**config.mk**
```make
export PLATFORM = sky130hd
export DESIGN_NAME = serial_subtractor_flat
export DESIGN_NICKNAME = d
export VERILOG_FILES = /design/src/rtl/serial_subtractor_pkg.sv /design/src/rtl/serial_subtractor_if.sv /design/src/rtl/serial_subtractor_half_subtractor.sv /design/src/rtl/serial_subtractor.sv /design/src/flat_wrapper.sv
export SDC_FILE = /design/constraint.sdc
export NUM_CORES = 1
export LEC_CHECK = 0
export CAP_MARGIN = 5
export CORE_MARGIN = 2
export CORE_UTILIZATION = 47
export CTS_CLUSTER_SIZE = 24
export DETAILED_ROUTE_END_ITERATION = 7
export PLACE_DENSITY = 0.75
export SKIP_CTS_REPAIR_TIMING = 1
export SLEW_MARGIN = 15
export SYNTH_ARGS = -nofsm -noshare
export SYNTH_HDL_FRONTEND = slang
export SYNTH_SLANG_ARGS = --single-unit
export TNS_END_PERCENT = 30
```
**constraint.sdc**
```tcl
create_clock -name clk -period 1.35 [get_ports clk]
set_input_delay 0.27 -clock clk [delete_from_list [all_inputs] [get_ports clk]]
set_output_delay 0.27 -clock clk [all_outputs]
set_load 0.05 [all_outputs]
```
**src/rtl/serial_subtractor_pkg.sv**
```systemverilog
// Shared definitions for the bit-serial arithmetic family (subtractor now,
// adder/comparator later): control-state encoding and default operand width.
package serial_subtractor_pkg;

  localparam int unsigned SUB_WIDTH = 8;

  typedef enum logic [1:0] {
    IDLE = 2'd0,
    RUN  = 2'd1,
    DONE = 2'd2
  } sub_state_e;

endpackage

```
**src/rtl/serial_subtractor_if.sv**
```systemverilog
// Request/result bundle between a register-side requester and a serial
// arithmetic unit: start/a/b in, busy/done/diff/borrow_out back.
interface serial_subtractor_if
  import serial_subtractor_pkg::*;
#(
  parameter int unsigned WIDTH = SUB_WIDTH
) ();

  logic             start;
  logic [WIDTH-1:0] a;
  logic [WIDTH-1:0] b;
  logic             busy;
  logic             done;
  logic [WIDTH-1:0] diff;
  logic             borrow_out;

  modport master (
    output start, a, b,
    input  busy, done, diff, borrow_out
  );

  modport slave (
    input  start, a, b,
    output busy, done, diff, borrow_out
  );

endinterface

```
**src/rtl/serial_subtractor_half_subtractor.sv**
```systemverilog
// Combinational half subtractor: d = x - y (mod 2), bo = borrow out.
// Dual of the half-adder cell; two of these form one full-subtractor stage.
module half_subtractor (
  input  logic x,
  input  logic y,
  output logic d,
  output logic bo
);

  assign d  = x ^ y;
  assign bo = ~x & y;

endmodule

```
**src/rtl/serial_subtractor.sv**
```systemverilog
// Bit-serial WIDTH-bit subtractor, LSB first, one bit per clock.
// Produces diff = a - b mod 2^WIDTH and the final borrow (a < b unsigned).
module serial_subtractor
  import serial_subtractor_pkg::*;
#(
  parameter int unsigned WIDTH = SUB_WIDTH
) (
  input  logic                clk,
  input  logic                rst_n,
  serial_subtractor_if.slave  bus
);

  localparam int unsigned CNT_W = $clog2(WIDTH);

  sub_state_e       state_q;
  sub_state_e       state_d;
  logic [WIDTH-1:0] a_sh;
  logic [WIDTH-1:0] b_sh;
  logic [WIDTH-1:0] res_sh;
  logic [WIDTH-1:0] res_nxt;
  logic [CNT_W-1:0] cnt;
  logic             borrow;
  logic             borrow_nxt;
  logic             load;
  logic             last_bit;

  logic             d1;
  logic             b1;
  logic             d;
  logic             b2;

  // Full-subtractor stage: (x - y) first, then subtract the incoming borrow.
  half_subtractor u_hs1 (
    .x  (a_sh[0]),
    .y  (b_sh[0]),
    .d  (d1),
    .bo (b1)
  );

  half_subtractor u_hs2 (
    .x  (d1),
    .y  (borrow),
    .d  (d),
    .bo (b2)
  );

  assign borrow_nxt = b1 | b2;
  assign res_nxt    = {d, res_sh[WIDTH-1:1]};
  assign last_bit   = (cnt == CNT_W'(WIDTH - 1));

  always_ff @(posedge clk or negedge rst_n) begin
    if (!rst_n) begin
      state_q <= IDLE;
    end else begin
      state_q <= state_d;
    end
  end

  always_comb begin
    state_d = state_q;
    load    = 1'b0;
    unique case (state_q)
      IDLE: begin
        if (bus.start) begin
          load    = 1'b1;
          state_d = RUN;
        end
      end
      RUN: begin
        if (last_bit) begin
          state_d = DONE;
        end
      end
      DONE: begin
        if (bus.start) begin
          load    = 1'b1;
          state_d = RUN;
        end else begin
          state_d = IDLE;
        end
      end
      default: state_d = IDLE;
    endcase
  end

  assign bus.busy = (state_q == RUN);
  assign bus.done = (state_q == DONE);

  always_ff @(posedge clk or negedge rst_n) begin
    if (!rst_n) begin
      a_sh           <= '0;
      b_sh           <= '0;
      res_sh         <= '0;
      cnt            <= '0;
      borrow         <= 1'b0;
      bus.diff       <= '0;
      bus.borrow_out <= 1'b0;
    end else if (load) begin
      a_sh   <= bus.a;
      b_sh   <= bus.b;
      cnt    <= '0;
      borrow <= 1'b0;
    end else if (state_q == RUN) begin
      a_sh   <= a_sh >> 1;
      b_sh   <= b_sh >> 1;
      res_sh <= res_nxt;
      cnt    <= cnt + 1'b1;
      borrow <= borrow_nxt;
      // Result is published from the shift value including the final bit,
      // so diff/borrow_out move only on the DONE-entry edge.
      if (last_bit) begin
        bus.diff       <= res_nxt;
        bus.borrow_out <= borrow_nxt;
      end
    end
  end

endmodule

```
**src/flat_wrapper.sv**
```systemverilog
// flat-port wrapper written by rule: the top's interface ports become plain ports
module serial_subtractor_flat import serial_subtractor_pkg::*;
#(
  parameter int unsigned WIDTH = SUB_WIDTH
)
  (clk, rst_n, bus_start, bus_a, bus_b, bus_busy, bus_done, bus_diff, bus_borrow_out);
  serial_subtractor_if #(.WIDTH(WIDTH)) bus_i ();
  input  logic clk;
  input  logic rst_n;
  input wire logic [$bits(bus_i.start)-1:0] bus_start;
  input wire logic [$bits(bus_i.a)-1:0] bus_a;
  input wire logic [$bits(bus_i.b)-1:0] bus_b;
  output wire logic [$bits(bus_i.busy)-1:0] bus_busy;
  output wire logic [$bits(bus_i.done)-1:0] bus_done;
  output wire logic [$bits(bus_i.diff)-1:0] bus_diff;
  output wire logic [$bits(bus_i.borrow_out)-1:0] bus_borrow_out;
  assign bus_i.start = bus_start;
  assign bus_i.a = bus_a;
  assign bus_i.b = bus_b;
  assign bus_busy = bus_i.busy;
  assign bus_done = bus_i.done;
  assign bus_diff = bus_i.diff;
  assign bus_borrow_out = bus_i.borrow_out;
  serial_subtractor #(.WIDTH(WIDTH)) u_core (.clk(clk), .rst_n(rst_n), .bus(bus_i));
endmodule
```
==> results of run 1 <==
## synth_stat cells (all sizes together)
master	number	area, µm²
inv	10	37.5
a21oi	14	92.6
fa	1	20.0
clkinv	1	3.75
a22o	2	17.5
a211oi	8	60.1
clkbuf	1	3.75
dfrtp	38	951
nand3	4	20.0
nand3b	1	20.0
o21ai	5	25.0
nand2	22	82.6
ha	2	25.0
buf	11	87.6
nor2	1	3.75
nor2b	9	56.3
o31ai	1	7.51
o22ai	6	37.5
mux2	10	113
mux2i	9	90.1
and2	1	8.76
nand2b	4	32.5
## kinds of logic after synthesis
| family | synth area share (%) |
|---|---|
| muxes | 11.3 |
| DFF | 53.0 |
| buffers and inverters | 7.39 |
| adders and majority gates | 2.51 |
| and+or+nand+nor | 12.5 |
| AOI/OAI and AO/OA | 13.4 |
## cell usage in the layout (no fill, tap or decap), types with 4 or more instances in the layout
cell type,count
inv_1,10
nand2_1,22
o21ai_0,5
dfrtp_1,36
nor2b_1,8
clkdlybuf4s50_1,17
a21oi_1,8
o22ai_1,5
nand3_1,4
a211oi_1,8
mux2i_1,9
clkbuf_8,6
buf_12,13
a21oi_2,6
mux2_4,6
buf_4,22
## cell type report
type                            instances  area [µm²]  share of cell area, %
Clock buffer                            7        86.3                   3.40
Clock inverter                          1        5.00                  0.197
Inverter                               11        43.8                   1.73
Multi-Input combinational cell        101         778                   30.7
Sequential cell                        38         953                   37.6
Tap cell                               48        60.1                   2.37
Timing Repair Buffer                   54         611                   24.1
## layer usage
metal	GRT usage [%]	share of wire (%)
met1	20.9	42
met2	30.8	53
met3	5.11	4.1
met5	0	0
met4	6.25	1.4
## stage by stage
| step | hold slack, ns | utilization, % |
|---|---|---|
| final | 0.462 | 69.3 |
| after floorplan | -0.0256 | - |
| after detailed placement | 0.253 | 62.2 |
| after global routing | 0.478 | 69.3 |
| after CTS | -0.0669 | 64.7 |
| after global placement | 0.248 | 62.2 |
## worst register-to-register path: stages (launching register included)
cell and delay, ns:
dfrtp_1 0.40, ha_2 0.21, ha_4 0.18, nand3b_4 0.14
mux2_4 0.32
## sequential cells by signal, summed over array words and instances (netlist names)
register / cells
u_core.borrow: 1
u_core.state_q: 2
u_core.res_sh: 7
u_core.bus.diff: 8
u_core.a_sh: 8
u_core.bus.borrow_out: 1
u_core.b_sh: 8
u_core.cnt: 3
## where the power goes
group	switching, W	internal (W)
clock network	0.000388	0.000412
registers	0.000466	0.00169
logic	0.00161	0.00176
total	0.00246	0.00387
## worst paths after layout
check	end	slack [ns]	cells past startpoint
setup / recovery	bus_busy	-0.05	3
hold / removal	u_core.res_sh[1]	0.46	3
setup reg to reg	u_core.bus.diff[6]	-0.01	4
hold reg to reg	u_core.res_sh[6]	0.50	2
max in group asynchronous	u_core.state_q[0]	0.69	3
min in group clk	u_core.res_sh[6]	0.50	2
==> metrics, run 1 <==
Design Area, Final 2540 µm²; Seq cells post-synth 38; final worst path period share 104%; Critical Path Source u_core.state_q[1]; Worst EP arrival 1.13 ns; Area after DPL 2280 µm²; Fin Setup TNS -0.0966 ns; critical path's slowest cell dfrtp_2; Antenna Nets Post-Route 0; overall power 0.00633 W; Initial Utilization 49.0%; Core Region 3660 µm²; failing checks negative setup slack; WL per Instance 13.9 µm; CTS Buf Count 5; pwr/cell area 2490 nW/µm²; syn avg cell area 11.2 µm²; gpl congestion 0.775; number of fill cells 256; CTS clock-pin slew for the worst setup and hold paths 0.07 ns; GRT Overall Usage 17.8%; I/O Buffers 29; non-filler cells in the finished layout 260; Final Max Slew Viols 0; Clock Latency Late Sink 0.29 ns; vias in the first global route 1246; Worst Hold Class in -> async; post-synthesis net count 183; H-tree depth 2; largest net degree at the start of global routing 39; vias 1330; Area Growth Syn to Fin 41.3%; share of cells above drive strength 1 32.5%; Final setup viols 4; startpoint types register; Die Area 4330 µm²; Worst setup EP type primary output; Worst Max-Slew Pin Slew 0.209 ns; worst r2r src u_core.cnt[1]; final worst setup slack -0.0503 ns; drt drc 0; width of the chip 65.8 µm; status complete, but fails checks; I/O Pins 30; CTS tree yes; crit path buf inv count 2; via/cell ratio 5.12; DRT iter0 DRCs 80; family with the most delay on the worst path flip-flops; leakage power 1.17 nW; Syn. warnings 0; sequential area share after synthesis 53.0%; synthesized instance count 161; unrepaired setup endpoints after global routing yes; Inserted Diodes 0; DRT Wirelength 3620 µm; CP max stage delay 0.46 ns; Max Fclk 714 MHz; first-pass GRT wire length 5690 µm; antenna violations before repair 0; 1st-pass router iterations 4; # placed instances 238; clk sinks 38; maximum VDD drop 0.918 mV; dpl ws -0.125 ns; Rel. slew slack 86.0%; max-capacitance violation count 0; CP cell instances nand2b_4 > inv_4 > buf_12; synthesized area 1800 µm²; CP max FO 7; gr ovfl total 0; Final Critical Period 1.40 ns; Root Buffer clkbuf_8; Hold Fails Final Rpt 0; HPWL after DPL 2470 µm; Req. time, crit path 1.08 ns; post-synth cell types 27; clk_skew 0.00478 ns; Chip Height 65.8 µm; clock tree buffer depth 2; row cnt 22; # nets final 233; Crit Path Class reg -> out
Note: power is estimated with default switching activity, not from simulation.
==> run 2: changes to the inputs <==
- CORE_UTILIZATION: 47 -> 49
- CTS_BUF_LIST: not set -> sky130_fd_sc_hd__clkbuf_4
- PLACE_DENSITY: 0.75 -> 0.77
==> run 2 against run 1 <==
  * The run still ends with negative setup slack left
  * Global-route usage increased by 0.74 points
  * Critical path depth is the same
  * Via count is 0.53% higher
  * Sequential power is essentially flat
  * Core utilization grew 3.6 points
  * Final cell count shrank 1.9%
  * Clock-buffer cell count decreased by 1
  * Worst hold slack worse by 0.080 ns
  * Wire length rose by 3.0%
  * Setup slack got worse by 0.12 ns
  * Total power shrank 4.3%
  * First-iteration DRC count rose by 6.3%
  * Critical path type unchanged
  * Highest routed layer unchanged
==> metrics, run 2 (synthesized netlist as in run 1, its figures left out) <==
Inserted Diodes 0; clk sinks 38; WL per Instance 14.6 µm; Max Fclk 657 MHz; failing checks negative setup slack; H-tree depth 2; commonest non-fill, non-tap cell in the layout dfrtp_1; Root Buffer clkbuf_4; combinational group share of total power 55.0%; gr ovfl total 0; Area Growth Syn to Fin 38.7%; Final setup viols 14; CTS tree yes; Die Area 4160 µm²; Req. time, crit path 1.08 ns; drt drc 0; via/cell ratio 5.24; DRT iter0 DRCs 85; maximum VDD drop 1.17 mV; routed length on met1 1540 µm; met2 WL 1940 µm; pwr/cell area 2430 nW/µm²; final worst path period share 113%; row cnt 21; Core Region 3420 µm²; CTS clock-pin slew for the worst setup and hold paths 0.11 ns; share of cells above drive strength 1 33.5%; antenna violations before repair 0; Worst Max-Slew Pin Slew 0.435 ns; largest net degree at the start of global routing 22; sequential power share 35.4%; Antenna Nets Post-Route 0; Final Critical Period 1.52 ns; max-capacitance violation count 0; Switch Pwr 0.00244 W; Initial Utilization 52.6%; 1st-pass router iterations 4; Final Max Slew Viols 0; status complete, but fails checks; I/O Pins 30; Clock Latency Late Sink 0.34 ns; HPWL after DPL 2560 µm; Post-Route Utilization 72.9%; Hold Fails Final Rpt 0; routed wl met3 177 µm; non-filler cells in the finished layout 255; Worst EP arrival 1.25 ns; commonest non-fill, non-tap cells in the layout 36 x dfrtp_1, 22 x nand2_1, 17 x clkdlybuf4s50_1; Chip Height 64.5 µm; leakage power 1.12 nW; Worst setup EP type primary output; # placed instances 237; DRT Wirelength 3730 µm; final worst setup slack -0.173 ns; CP max FO 4; vias in the first global route 1373; clock tree buffer depth 2; unrepaired setup endpoints after global routing yes; first-pass GRT wire length 5920 µm; biggest regs u_core.a_sh (8), u_core.b_sh (8), u_core.bus.diff (8); # nets final 230; Int Pwr 0.00361 W; clock share of power 9.6%; Sw Ratio 40.3%; Crit Path Class reg -> out; width of the chip 64.5 µm; Rel. slew slack 71.0%; clk_skew 0.00524 ns; hold slack final 0.382 ns; GRT Overall Usage 18.5%; startpoint types register; gpl congestion 0.751; CTS Buf Count 5; Worst Hold Class in -> async; vias 1337; I/O Buffers 29; max layer used met4
## run 2: power by group through the flow
stage                     combinational, W  sequential [W]  clock [W]
after floorplan                    0.00156         0.00242          0
after CTS                          0.00302         0.00213   0.000595
after global placement             0.00286         0.00210          0
after global routing               0.00361         0.00222   0.000650
final                              0.00333         0.00215   0.000579
after detailed placement           0.00301         0.00215          0
## run 2: path summary, 6_finish.rpt
check	startpoint	to	slack, ns	depth (start not counted)
worst max-delay path	u_core.state_q[0]	bus_done	-0.17	3
worst min-delay path	rst_n	u_core.bus.diff[1]	0.38	2
worst max register to register	u_core.cnt[0]	u_core.bus.diff[3]	-0.05	4
worst min register to register	u_core.res_sh[1]	u_core.res_sh[1]	0.49	2
max in group asynchronous	rst_n	u_core.state_q[1]	0.50	3
min in group clk	bus_a[7]	u_core.a_sh[7]	0.47	3
## run 2: routing by layer
| layer | GRT usage (%) | vias to the layer above |
|---|---|---|
| met1 | 21.1 | 649 |
| li1 | - | 647 |
| met2 | 32.6 | 34 |
| met3 | 5.56 | 7 |
| met4 | 7.18 | 0 |
| met5 | 0 | - |
## run 2: layout make-up
cell class	count	area, µm²
Clock inverter	2	8.76
Tap cell	46	57.6
Clock buffer	6	45.0
Fill cell	247	926
Multi-Input combinational cell	100	753
Inverter	11	46.3
Timing Repair Buffer	52	626
Sequential cell	38	953
## run 2: per-stage QoR
step | area [µm²] | TNS, ns | power (W) | setup WS [ns]
2_1_floorplan | 1800 | -0.554 | 0.00398 | -0.0783
3_3_place_gp | 2280 | -0.943 | 0.00496 | -0.0550
3_5_place_dp | 2280 | -2.07 | 0.00516 | -0.128
4_1_cts | 2340 | -1.55 | 0.00574 | -0.334
5_1_grt | 2490 | -1.35 | 0.00648 | -0.217
6_report | 2490 | -0.672 | 0.00605 | -0.173
## run 2: worst max-delay path: stages (launching register included)
cell and delay, ns:
dfrtp_2 0.49, buf_8 0.15, nor2b_4 0.13, buf_12 0.14
==> run 3: changes to the inputs <==
- MAX_ROUTING_LAYER: not set -> met4
==> run 3 against run 2 <==
  * The flow still finishes with violations (negative setup slack)
  * Wire length about the same
  * Cell area unchanged
  * Total power about the same
  * Critical path type unchanged
==> metrics, run 3 (synthesized netlist as in run 1, its figures left out) <==
CP max stage delay 0.49 ns; Root Buffer clkbuf_4; HPWL after DPL 2560 µm; r2r setup slk -0.05 ns; max-capacitance violation count 0; Clock Latency Late Sink 0.34 ns; Worst setup EP type primary output; commonest non-fill, non-tap cells in the layout 36 x dfrtp_1, 22 x nand2_1, 17 x clkdlybuf4s50_1; H-tree depth 2; clk sinks 38; Rel. slew slack 71.3%; via/cell ratio 5.26; vias 1341; startpoint types register; Inserted Diodes 0; biggest regs u_core.a_sh (8), u_core.b_sh (8), u_core.bus.diff (8); Die Area 4160 µm²; dpl ws -0.128 ns; largest net degree at the start of global routing 22; Area Growth Syn to Fin 38.7%; final worst setup slack -0.172 ns; Worst R2R Path Depth 4; clock tree buffer depth 2; hold slack final 0.380 ns; vias in the first global route 1370; I/O Buffers 29; Hold Fails Final Rpt 0; clk_skew 0.00618 ns; antenna violations before repair 0; Initial Utilization 52.6%; Final setup viols 14; CTS Buf Count 5; Worst Hold Class in -> async; DRT iter0 DRCs 72; Chip Height 64.5 µm; Area after DPL 2280 µm²; Final Critical Period 1.52 ns; unrepaired setup endpoints after global routing yes; commonest non-fill, non-tap cell in the layout dfrtp_1; CP max FO 4; Worst EP arrival 1.25 ns; gr ovfl total 0; drt drc 0; first-pass GRT wire length 5920 µm; Core Region 3420 µm²; share of cells above drive strength 1 33.5%; worst reg2reg path endpoint u_core.bus.diff[3]; number of fill cells 247; CP cell instances buf_8 > nor2b_4 > buf_12; GRT Overall Usage 19.0%; 1st-pass router iterations 4; final worst path period share 113%; Max Fclk 657 MHz; maximum VDD drop 1.17 mV; WL per Instance 14.6 µm; Worst Max-Slew Pin Slew 0.430 ns; Req. time, crit path 1.08 ns; Final Max Slew Viols 0; Crit Path Class reg -> out; I/O Pins 30; pwr/cell area 2430 nW/µm²; leakage power 1.12 nW; critical path's slowest cell dfrtp_2; row cnt 21; width of the chip 64.5 µm; # nets final 230; worst r2r src u_core.cnt[0]; gpl congestion 0.760; CTS clock-pin slew for the worst setup and hold paths 0.11 ns; Design Area, Final 2490 µm²; CTS tree yes; DRT Wirelength 3720 µm; status complete, but fails checks; failing checks negative setup slack; Antenna Nets Post-Route 0
[run 3: metal layers]
metal | wire length [µm] | vias up | share of wire, % | global-route usage, %
li1 | - | 648 | - | -
met1 | 1560 | 647 | 42 | 21.1
met2 | 1930 | 39 | 52 | 32.6
met3 | 172 | 7 | 4.6 | 5.56
met4 | 62 | 0 | 1.7 | 7.18
met5 | 0 | - | 0 | -
[run 3: area by class of cell]
type	count	area (µm²)	share of cell area [%]
clock buffers	6	45.0	1.81
inverters	11	46.3	1.86
multi-input cells	100	753	30.3
repair buffers	52	626	25.1
clock inverters	2	8.76	0.352
flip-flops and latches	38	953	38.3
well taps	46	57.6	2.31
[run 3: per-stage QoR]
stage               util [%]  instances  power (W)  TNS, ns
floorplan                  -        161    0.00398   -0.554
global placement        66.8        237    0.00496   -0.943
detailed placement      66.8        237    0.00516    -2.07
CTS                     68.4        245    0.00574    -1.55
global route            72.9        255    0.00648    -1.35
finish                  72.9        255    0.00606   -0.679
[run 3: how the worst max path moves through the flow]
stage	from	to	cells past startpoint
after floorplan	u_core.cnt[0]	u_core.bus.diff[1]	5
after global placement	bus_start	u_core.a_sh[2]	5
after detailed placement	bus_start	u_core.a_sh[6]	5
after CTS	u_core.state_q[1]	bus_done	3
after global routing	u_core.state_q[1]	bus_done	3
final	u_core.state_q[0]	bus_done	3
[run 3: worst max-delay path: cells and delay by family, from the launching register on]
family                 cells  cell delay, ns
DFF                        1            0.49
buffers and inverters      2            0.29
and+or+nand+nor            1            0.12
[run 3: report_power, final]
part / internal, W / total, W / leakage, nW / switching [W]
Sequential: 0.00169 / 0.00214 / 0.456 / 0.000458
Clock: 0.000216 / 0.000579 / 0.0331 / 0.000363
Combinational: 0.00171 / 0.00334 / 0.631 / 0.00163
==> RTL change (settings of run 3) <==
Change the package constant `SUB_WIDTH` from 8 to 16.
--- a/src/rtl/serial_subtractor_pkg.sv
+++ b/src/rtl/serial_subtractor_pkg.sv
@@ -2,7 +2,7 @@
 // adder/comparator later): control-state encoding and default operand width.
 package serial_subtractor_pkg;
 
-  localparam int unsigned SUB_WIDTH = 8;
+  localparam int unsigned SUB_WIDTH = 16;
 
   typedef enum logic [1:0] {
     IDLE = 2'd0,
Ports: changed (resized bus_a, bus_b and bus_diff); port bits go from 30 to 54. No check against the original RTL was run, so the function may have changed too.
==> RTL change against run 3 <==
The flow still finishes with violations (setup timing); final area increased by 71%; sequential cell count grew 33; power increased by 62%; clock skew up 0.011 ns; worst setup slack improved by 0.012 ns; first-iteration DRC count is 120% higher; global-route usage up 1.7 points; sequential share of layout area is 3.4 points higher; area after synthesis is 68% higher; wire length grew 72%; critical path type unchanged; largest cell class unchanged; largest power group unchanged; highest routed layer unchanged.
==> RTL change: results (changes against run 3) <==
[global_route]
grt_util_met2_pct = 33.1  ; +0.59 points
grt.total_usage_pct = 20.7  ; +1.7 points
grt_max_degree = 46  ; +110%
grt_util_met3_pct = 3.80  ; -1.8 points
grt_pass1_vias = 2233  ; +63%
grt_use_met1_pct = 25.5  ; +4.4 points

[setup_path]
cp_max_fo = 3  ; -1
r2r_slack_ns = -0.09  ; -0.04 ns

[yosys]
synthDistinctLibCells = 32  ; +19%
syn-num-nets = 332  ; +81%
yosysSeqAreaShare_pct = 58.8  ; +5.9 points
syn_inst = 295  ; +83%
synthTopCellsByCount = nand2_1, dfrtp_1, nor2_1

[place]
dp_hpwl_um = 4330  ; +69%
gp_congestion = 0.792  ; +4.1%
portBuffers = 53  ; +83%

[finish]
final_cell_count_no_fill = 457  ; +79%
top_regs = u_core.a_sh: 16 flops, u_core.b_sh: 16 flops, u_core.bus.diff: 16 flops

[status]
violations = setup timing
status = finished with violations

[power_and_ir_drop]
vdd_drop_max_v = 0.00151  ; +28%

[routing]
via_per_inst = 5.10  ; -3.0%
wl_per_cell_um = 14.0  ; -4.0%
drtIter0Drc = 156  ; +120%

[sta]
fin_ws_ns = -0.160  ; +0.0122 ns
finalSetupViolations = 18  ; +4
fin_skew_ns = 0.0167  ; +0.0106 ns

RTL change: cell count changes after synthesis, sizes merged, moves of 5 or more:
cell	change
a31oi	+25
mux2	+7
nor2b	-7
nor2	+28
a211oi	-8
nand2	+81
dfrtp	+33
mux2i	-7
a21oi	-13
buf	+5
inv	-7
RTL change: report_power, final:
group	leakage, µW	switching, µW	internal [µW]	total (µW)
Combinational	0.00106	2430	2510	4940
Clock	0.0000599	680	416	1100
Sequential	0.000886	722	3090	3810
RTL change: layer usage:
metal,share of wire (%),wire [µm],vias to the layer above
met5,0,0,-
met4,1.0,67,0
met3,4.4,283,6
met2,50,3190,75
met1,45,2860,1112
li1,-,-,1138
RTL change: critical path: stages, from the launching register on:
cell	delay, ns
dfrtp_1	0.43
buf_6	0.14
nor2b_4	0.13
buf_12	0.15
RTL change: kinds of logic after synthesis:
family          after synthesis  share of synthesized area (%)
simple gates                144                           19.3
flops                        71                           58.8
buf+inv                      22                           4.60
compound gates               37                           8.04
fa+ha+maj                     2                           1.08
mux                          19                           8.12
RTL change: metrics by stage:
step / setup WS [ns] / util [%] / instance area, µm² / power (µW) / hold WS [ns]
after floorplan: -0.0412 / - / 3040 / 6450 / -0.0256
after global placement: -0.171 / 67.4 / 3990 / 8230 / 0.239
after detailed placement: -0.184 / 67.4 / 3990 / 8430 / 0.242
after CTS: -0.350 / 69.1 / 4090 / 9520 / -0.205
after global routing: -0.206 / 71.9 / 4260 / 10500 / 0.353
final: -0.160 / 71.9 / 4260 / 9840 / 0.350
RTL change: worst max-delay path by stage:
stage	from	cells past startpoint	end	slack (ns)
floorplan	u_core.cnt[1]$_DFFE_PN0P_	5	u_core.bus.diff[10]$_DFFE_PN0P_	-0.04
global route	u_core.state_q[0]$_DFFE_PN0P_	3	bus_done	-0.21
global placement	bus_start	5	u_core.b_sh[0]$_DFFE_PN0P_	-0.17
detailed placement	bus_start	5	u_core.b_sh[0]$_DFFE_PN0P_	-0.18
CTS	u_core.state_q[1]$_DFFE_PN0P_	3	bus_busy	-0.35
finish	u_core.state_q[0]$_DFFE_PN0P_	3	bus_done	-0.16
RTL change: layout make-up:
cell class | instances | share of cell area, %
repair buffers | 91 | 26.0
clock buffers | 12 | 2.12
multi-input cells | 202 | 27.3
clock inverters | 3 | 0.265
well taps | 75 | 2.20
inverters | 3 | 0.382
flip-flops and latches | 71 | 41.7
